==> src/rtl/if_stage_pipe.sv <==
// if_stage_pipe: instruction-fetch stage for the 5-stage MIPS pipeline.
//
// Owns the PC and fetches over a request/response instruction-memory port with at
// most one request outstanding. Fetched words land in the IF/ID register, or in a
// one-entry skid buffer when decode is stalling. Supports stall, flush and
// branch/jump redirect, including discard of a response that is still in flight.
//
// Ports:
//   i_clk            clock, all state changes on the rising edge
//   i_rst_n          synchronous active-low reset
//   i_redirect_valid branch/jump taken this cycle (highest priority)
//   i_redirect_pc    redirect target (low alignment bits are ignored)
//   i_stall          decode cannot accept; hold IF/ID
//   i_flush          invalidate IF/ID contents
//   o_imem_req       request valid
//   o_imem_addr      request address
//   i_imem_ready     memory accepts the request this cycle
//   i_imem_rvalid    response valid
//   i_imem_rdata     fetched instruction
//   o_if_id          {pc + PC_STEP, instr}
//   o_if_id_valid    IF/ID holds a real instruction
//   o_fetch_count    instructions delivered to IF/ID (wraps)
module if_stage_pipe #(
  parameter int unsigned     XLEN     = 32,
  parameter logic [XLEN-1:0] RESET_PC = '0,
  parameter int unsigned     PC_STEP  = 4,
  parameter int unsigned     CNT_W    = 16
) (
  input  logic              i_clk,
  input  logic              i_rst_n,
  input  logic              i_redirect_valid,
  input  logic [XLEN-1:0]   i_redirect_pc,
  input  logic              i_stall,
  input  logic              i_flush,
  output logic              o_imem_req,
  output logic [XLEN-1:0]   o_imem_addr,
  input  logic              i_imem_ready,
  input  logic              i_imem_rvalid,
  input  logic [XLEN-1:0]   i_imem_rdata,
  output logic [2*XLEN-1:0] o_if_id,
  output logic              o_if_id_valid,
  output logic [CNT_W-1:0]  o_fetch_count
);

  localparam logic [XLEN-1:0] Step      = XLEN'(PC_STEP);
  localparam logic [XLEN-1:0] AlignMask = ~(Step - XLEN'(1));

  typedef enum logic [1:0] {StFetch, StWait, StHold} state_e;

  state_e             r_state, w_state_d;
  logic [XLEN-1:0]    r_pc, w_pc_d;
  logic [XLEN-1:0]    r_req_pc, w_req_pc_d;
  logic               r_discard, w_discard_d;
  logic [XLEN-1:0]    r_skid, w_skid_d;
  logic [2*XLEN-1:0]  r_if_id, w_if_id_d;
  logic               r_if_id_valid, w_if_id_valid_d;
  logic [CNT_W-1:0]   r_count, w_count_d;
  logic               r_imem_req, w_imem_req_d;

  logic               w_fire;
  logic               w_free;
  logic               w_load;
  logic [XLEN-1:0]    w_load_instr;
  logic [XLEN-1:0]    w_redirect_pc;

  // r_imem_req is low for the first cycle after reset even though the state is
  // already StFetch, so the handshake must qualify on it.
  assign w_fire        = (r_state == StFetch) && r_imem_req && i_imem_ready;
  assign w_free        = !r_if_id_valid || !i_stall;
  assign w_redirect_pc = i_redirect_pc & AlignMask;

  // State register
  always_ff @(posedge i_clk) begin
    if (!i_rst_n) begin
      r_state <= StFetch;
    end else begin
      r_state <= w_state_d;
    end
  end

  // Next-state logic
  always_comb begin
    w_state_d = r_state;
    unique case (r_state)
      StFetch: begin
        if (w_fire) w_state_d = StWait;
      end
      StWait: begin
        if (i_imem_rvalid) begin
          if (i_redirect_valid || r_discard || w_free) w_state_d = StFetch;
          else                                         w_state_d = StHold;
        end
      end
      StHold: begin
        if (i_redirect_valid || !i_stall) w_state_d = StFetch;
      end
      default: w_state_d = StFetch;
    endcase
  end

  // Datapath / registered-output next values
  always_comb begin
    w_pc_d          = r_pc;
    w_req_pc_d      = r_req_pc;
    w_discard_d     = r_discard;
    w_skid_d        = r_skid;
    w_if_id_d       = r_if_id;
    w_if_id_valid_d = r_if_id_valid;
    w_count_d       = r_count;
    w_load          = 1'b0;
    w_load_instr    = r_skid;

    if (i_redirect_valid) begin
      w_pc_d = w_redirect_pc;
    end else if (w_fire) begin
      w_pc_d = r_pc + Step;
    end

    if (w_fire) w_req_pc_d = r_pc;

    unique case (r_state)
      StFetch: begin
        // Old-address request still goes out; its response must be thrown away.
        if (w_fire && i_redirect_valid) w_discard_d = 1'b1;
      end
      StWait: begin
        if (i_imem_rvalid) begin
          w_discard_d = 1'b0;
          if (!r_discard && !i_redirect_valid) begin
            if (w_free) begin
              w_load       = 1'b1;
              w_load_instr = i_imem_rdata;
            end else begin
              w_skid_d = i_imem_rdata;
            end
          end
        end else if (i_redirect_valid) begin
          w_discard_d = 1'b1;
        end
      end
      StHold: begin
        if (!i_redirect_valid && !i_stall) w_load = 1'b1;
      end
      default: ;
    endcase

    // A word reaching IF/ID in a flush cycle is dropped and not counted.
    if (w_load && !i_flush) begin
      w_if_id_d       = {r_req_pc + Step, w_load_instr};
      w_if_id_valid_d = 1'b1;
      w_count_d       = r_count + CNT_W'(1);
    end

    if (i_flush) w_if_id_valid_d = 1'b0;

    w_imem_req_d = (w_state_d == StFetch);
  end

  always_ff @(posedge i_clk) begin
    if (!i_rst_n) begin
      r_pc          <= RESET_PC;
      r_req_pc      <= RESET_PC;
      r_discard     <= 1'b0;
      r_skid        <= '0;
      r_if_id       <= '0;
      r_if_id_valid <= 1'b0;
      r_count       <= '0;
      r_imem_req    <= 1'b0;
    end else begin
      r_pc          <= w_pc_d;
      r_req_pc      <= w_req_pc_d;
      r_discard     <= w_discard_d;
      r_skid        <= w_skid_d;
      r_if_id       <= w_if_id_d;
      r_if_id_valid <= w_if_id_valid_d;
      r_count       <= w_count_d;
      r_imem_req    <= w_imem_req_d;
    end
  end

  // r_pc only moves on acceptance or redirect, so it doubles as the request address.
  assign o_imem_req    = r_imem_req;
  assign o_imem_addr   = r_pc;
  assign o_if_id       = r_if_id;
  assign o_if_id_valid = r_if_id_valid;
  assign o_fetch_count = r_count;

endmodule

==> config.mk <==
export PLATFORM = sky130hd
export DESIGN_NAME = if_stage_pipe
export DESIGN_NICKNAME = d
export VERILOG_FILES = /design/src/rtl/if_stage_pipe.sv
export SDC_FILE = /design/constraint.sdc
export NUM_CORES = 1
export LEC_CHECK = 0
export BUFFER_PORTS_ARGS = -buffer_cell sky130_fd_sc_hd__buf_4
export CAP_MARGIN = 20
export CORE_ASPECT_RATIO = 1.4
export CORE_MARGIN = 2
export CORE_UTILIZATION = 53
export DETAILED_ROUTE_END_ITERATION = 10
export GPL_TIMING_DRIVEN = 0
export PLACE_DENSITY = 0.79
export SYNTH_ARGS = -nofsm -noshare
export SYNTH_HDL_FRONTEND = slang
export SYNTH_SLANG_ARGS = --single-unit
==> constraint.sdc <==
create_clock -name i_clk -period 2.3 [get_ports i_clk]
set_input_delay 0.23 -clock i_clk [delete_from_list [all_inputs] [get_ports i_clk]]
set_output_delay 0.23 -clock i_clk [all_outputs]
set_load 0.02 [all_outputs]
==> flow_summary.toml <==
[die]
rows = 53
start_util_pct = 53.8
die_w_um = 108
die_h_um = 149
die_area_um2 = 16100
io_pins = 185
core-area_um2 = 14900

[sta]
rsz0062_at_grt = "no"
period_minus_slack_ns = 2.20
drv_slew = 0
max-slew-margin-rel_pct = 53.7
hold_viol_final = 0
tightest_slew_ns = 0.694
timing.final.crit_share_pct = 95.5
worst_slack_ns = 0.104
final.setup.tns_ns = 0
whs_ns = 0.0215
fmax_ghz = 0.455
setup_viol = 0
clock_skew_ns = 0.0160

[placed_design]
dp_hpwl_mm = 18.3
placed_area_um2 = 9560
preCtsSetupSlack_ns = -0.228
numPortBuffers = 176
place.gp.congestion = 0.963

[global_routing]
grt_pass1_vias = 7769
grt_max_degree = 17
grt_pass1_wl_mm = 38.6
grt_usage_pct = 30.5
overflow = 0
antenna_found_initial = 0

[worst_setup_path]
setup.worst_path.end_class = "register"
crit_path_start = "r_state[0]"
criticalPathCategory = "register to register"
crit_path_max_fanout = 10
rr_startpoint = "r_state[0]"
setup.worst_path.start_class = "register"
rr_endpoint = "o_imem_addr[22]"
cp.required_ns = 2.65
r2r_slack_ns = 0.10
crit_end = "o_imem_addr[22]"
worstPathArrival_ns = 2.55
r2r_cells = 7

[route]
num_vias = 8378
drcViolationCount = 0
viasPerCell = 6.01
drtPass1Iterations = 6
wl_mm = 25.0
routedWlPerCell_um = 17.9
drt_iter0_drc = 544
ant_nets = 0

[status]
status = "complete, no violations"

[synth]
yosysWarnings = 0
synth_seq_area_share_pct = 43.9
syn_area_per_cell_um2 = 8.05
synth_area_um2 = 7990
ys_async_sr_fraction_pct = 0
ys.flop_type = "dfxtp_1"
synth_edf_count = 0
ys_ff_latch = 175
netlist_instances = 992
synth.distinct_cells = 53

[cts]
cts_hold_buf = 0
clkTransAtPathRegs_ns = 0.07
numCtsBuffers = 17
clk_latency_ns = 0.43
clock-sinks = 175
cts_max_path_buffers = 2
htree_levels = 4
cts_tree = "yes"
clockRootBuffer = "clkbuf_16"

[final_layout]
synthToLayoutAreaGrowth_pct = 28.3
drive_gt1_share_pct = 21.0
finish.utilization_pct = 69.0
register_area_um2 = 3510
final_area_um2 = 10200
nets = 1268
multiInputGateArea_um2 = 4140
diodes = 0
fillerInstances = 1320

[min_path]
hold_class = "input pin to register"
whs_path_depth = 2

[power]
vdd_drop_max_mv = 0.453
p_leak_nw = 3.67
power_density_nw_per_um2 = 655

[flow_run]
cap_violations = 0
stage by stage:
| step | power, mW | cells |
|---|---|---|
| 2_1_floorplan | 3.52 | 995 |
| 3_3_place_gp | 3.80 | 1363 |
| 3_5_place_dp | 3.81 | 1363 |
| 4_1_cts | 6.70 | 1395 |
| 5_1_grt | 6.89 | 1395 |
| 6_report | 6.71 | 1395 |
flip-flops by register name, summed over array words and instances (netlist names):
register and cells:
r_state 2, o_if_id 62, o_imem_addr 30, r_req_pc 30
o_if_id_valid 1, o_fetch_count 16, r_discard 1, r_skid 32
o_imem_req 1
synth_stat cells (12+ instances only):
cell	instances	area share [%]
dfxtp_1	175	44
inv_1	12	0.56
buf_2	21	1.3
or3_1	12	0.94
xor2_1	14	1.5
or4_1	26	2.4
nor2_1	50	2.3
nand4_1	29	2.3
a311oi_1	37	4.1
and3_1	12	0.94
a31oi_1	28	2.2
and4_1	15	1.6
a21oi_1	91	5.7
clkbuf_1	52	2.4
nand2_1	185	8.7
o21ai_0	55	3.4
nand3_1	54	3.4
o31ai_1	26	2.4
layout by cell type, fill, tap and decap left out, types with 4 or more instances in the layout:
cell,instances
nor3_1,10
xor2_1,14
nand4_1,29
or3_1,12
a211oi_1,10
a311oi_1,35
clkbuf_2,5
nor4_1,4
and4_1,15
or4_1,26
a21oi_1,91
o21ai_0,55
conb_1,4
ha_1,6
buf_4,187
clkbuf_16,17
clkbuf_4,6
xnor2_1,10
nand3_1,54
inv_6,5
dfxtp_1,173
clkbuf_1,46
and3_1,12
buf_2,10
a31oi_1,28
o31ai_1,26
and2_1,9
inv_1,12
nor2_1,50
nand2_1,185
worst min-delay path by stage:
stage                         end  slack (ns)     from
finish              o_if_id_valid        0.02  i_flush
global route        o_if_id_valid       0.005  i_flush
CTS                 o_if_id_valid       0.007  i_flush
detailed placement  o_if_id_valid        0.44  i_flush
global placement    o_if_id_valid        0.43  i_flush
floorplan           o_if_id_valid        0.31  i_flush
worst max-delay path, cell delays in order (launching register included):
cell	delay [ns]
dfxtp_1	0.34
inv_1	0.10
ha_2	0.26
and3_1	0.27
nand2_1	0.21
clkbuf_2	0.28
or4_1	0.50
a31oi_1	0.16
what timing repair did:
action                     CTS  global route
pin swaps                    0             1
setup endpoints to repair   68            81
cloned                       0             0
setup buffers                0             0
gates resized for setup      6            32
per-layer routing:
| metal | vias to the layer above | part of all wire (%) | GRT usage, % |
|---|---|---|---|
| li1 | 4016 | - | - |
| met1 | 3871 | 37 | 34.9 |
| met2 | 419 | 51 | 54.0 |
| met3 | 72 | 7.5 | 5.24 |
| met4 | 0 | 4.5 | 15.1 |
| met5 | - | 0 | 0 |
power by group:
part | internal, mW | switching, mW
clock network | 1.65 | 1.30
logic | 0.230 | 0.326
registers | 3.09 | 0.113
kinds of logic after synthesis:
group | count (synthesis) | synth area share (%)
fa+ha+maj | 7 | 1.10
mux | 3 | 0.376
compound gates | 264 | 20.8
buf+inv | 96 | 5.12
other cells | 1 | 0.0470
simple gates | 422 | 26.1
xor+xnor | 24 | 2.63
flops | 175 | 43.9
cell type report:
type | count | area share [%]
flip-flops and latches | 175 | 34.2
clock inverters | 14 | 1.50
inverters | 14 | 0.513
multi-input cells | 724 | 40.4
well taps | 192 | 2.34
repair buffers | 176 | 12.9
clock buffers | 18 | 4.29
plain buffers | 82 | 3.88
(Power assumes the default switching activity.)
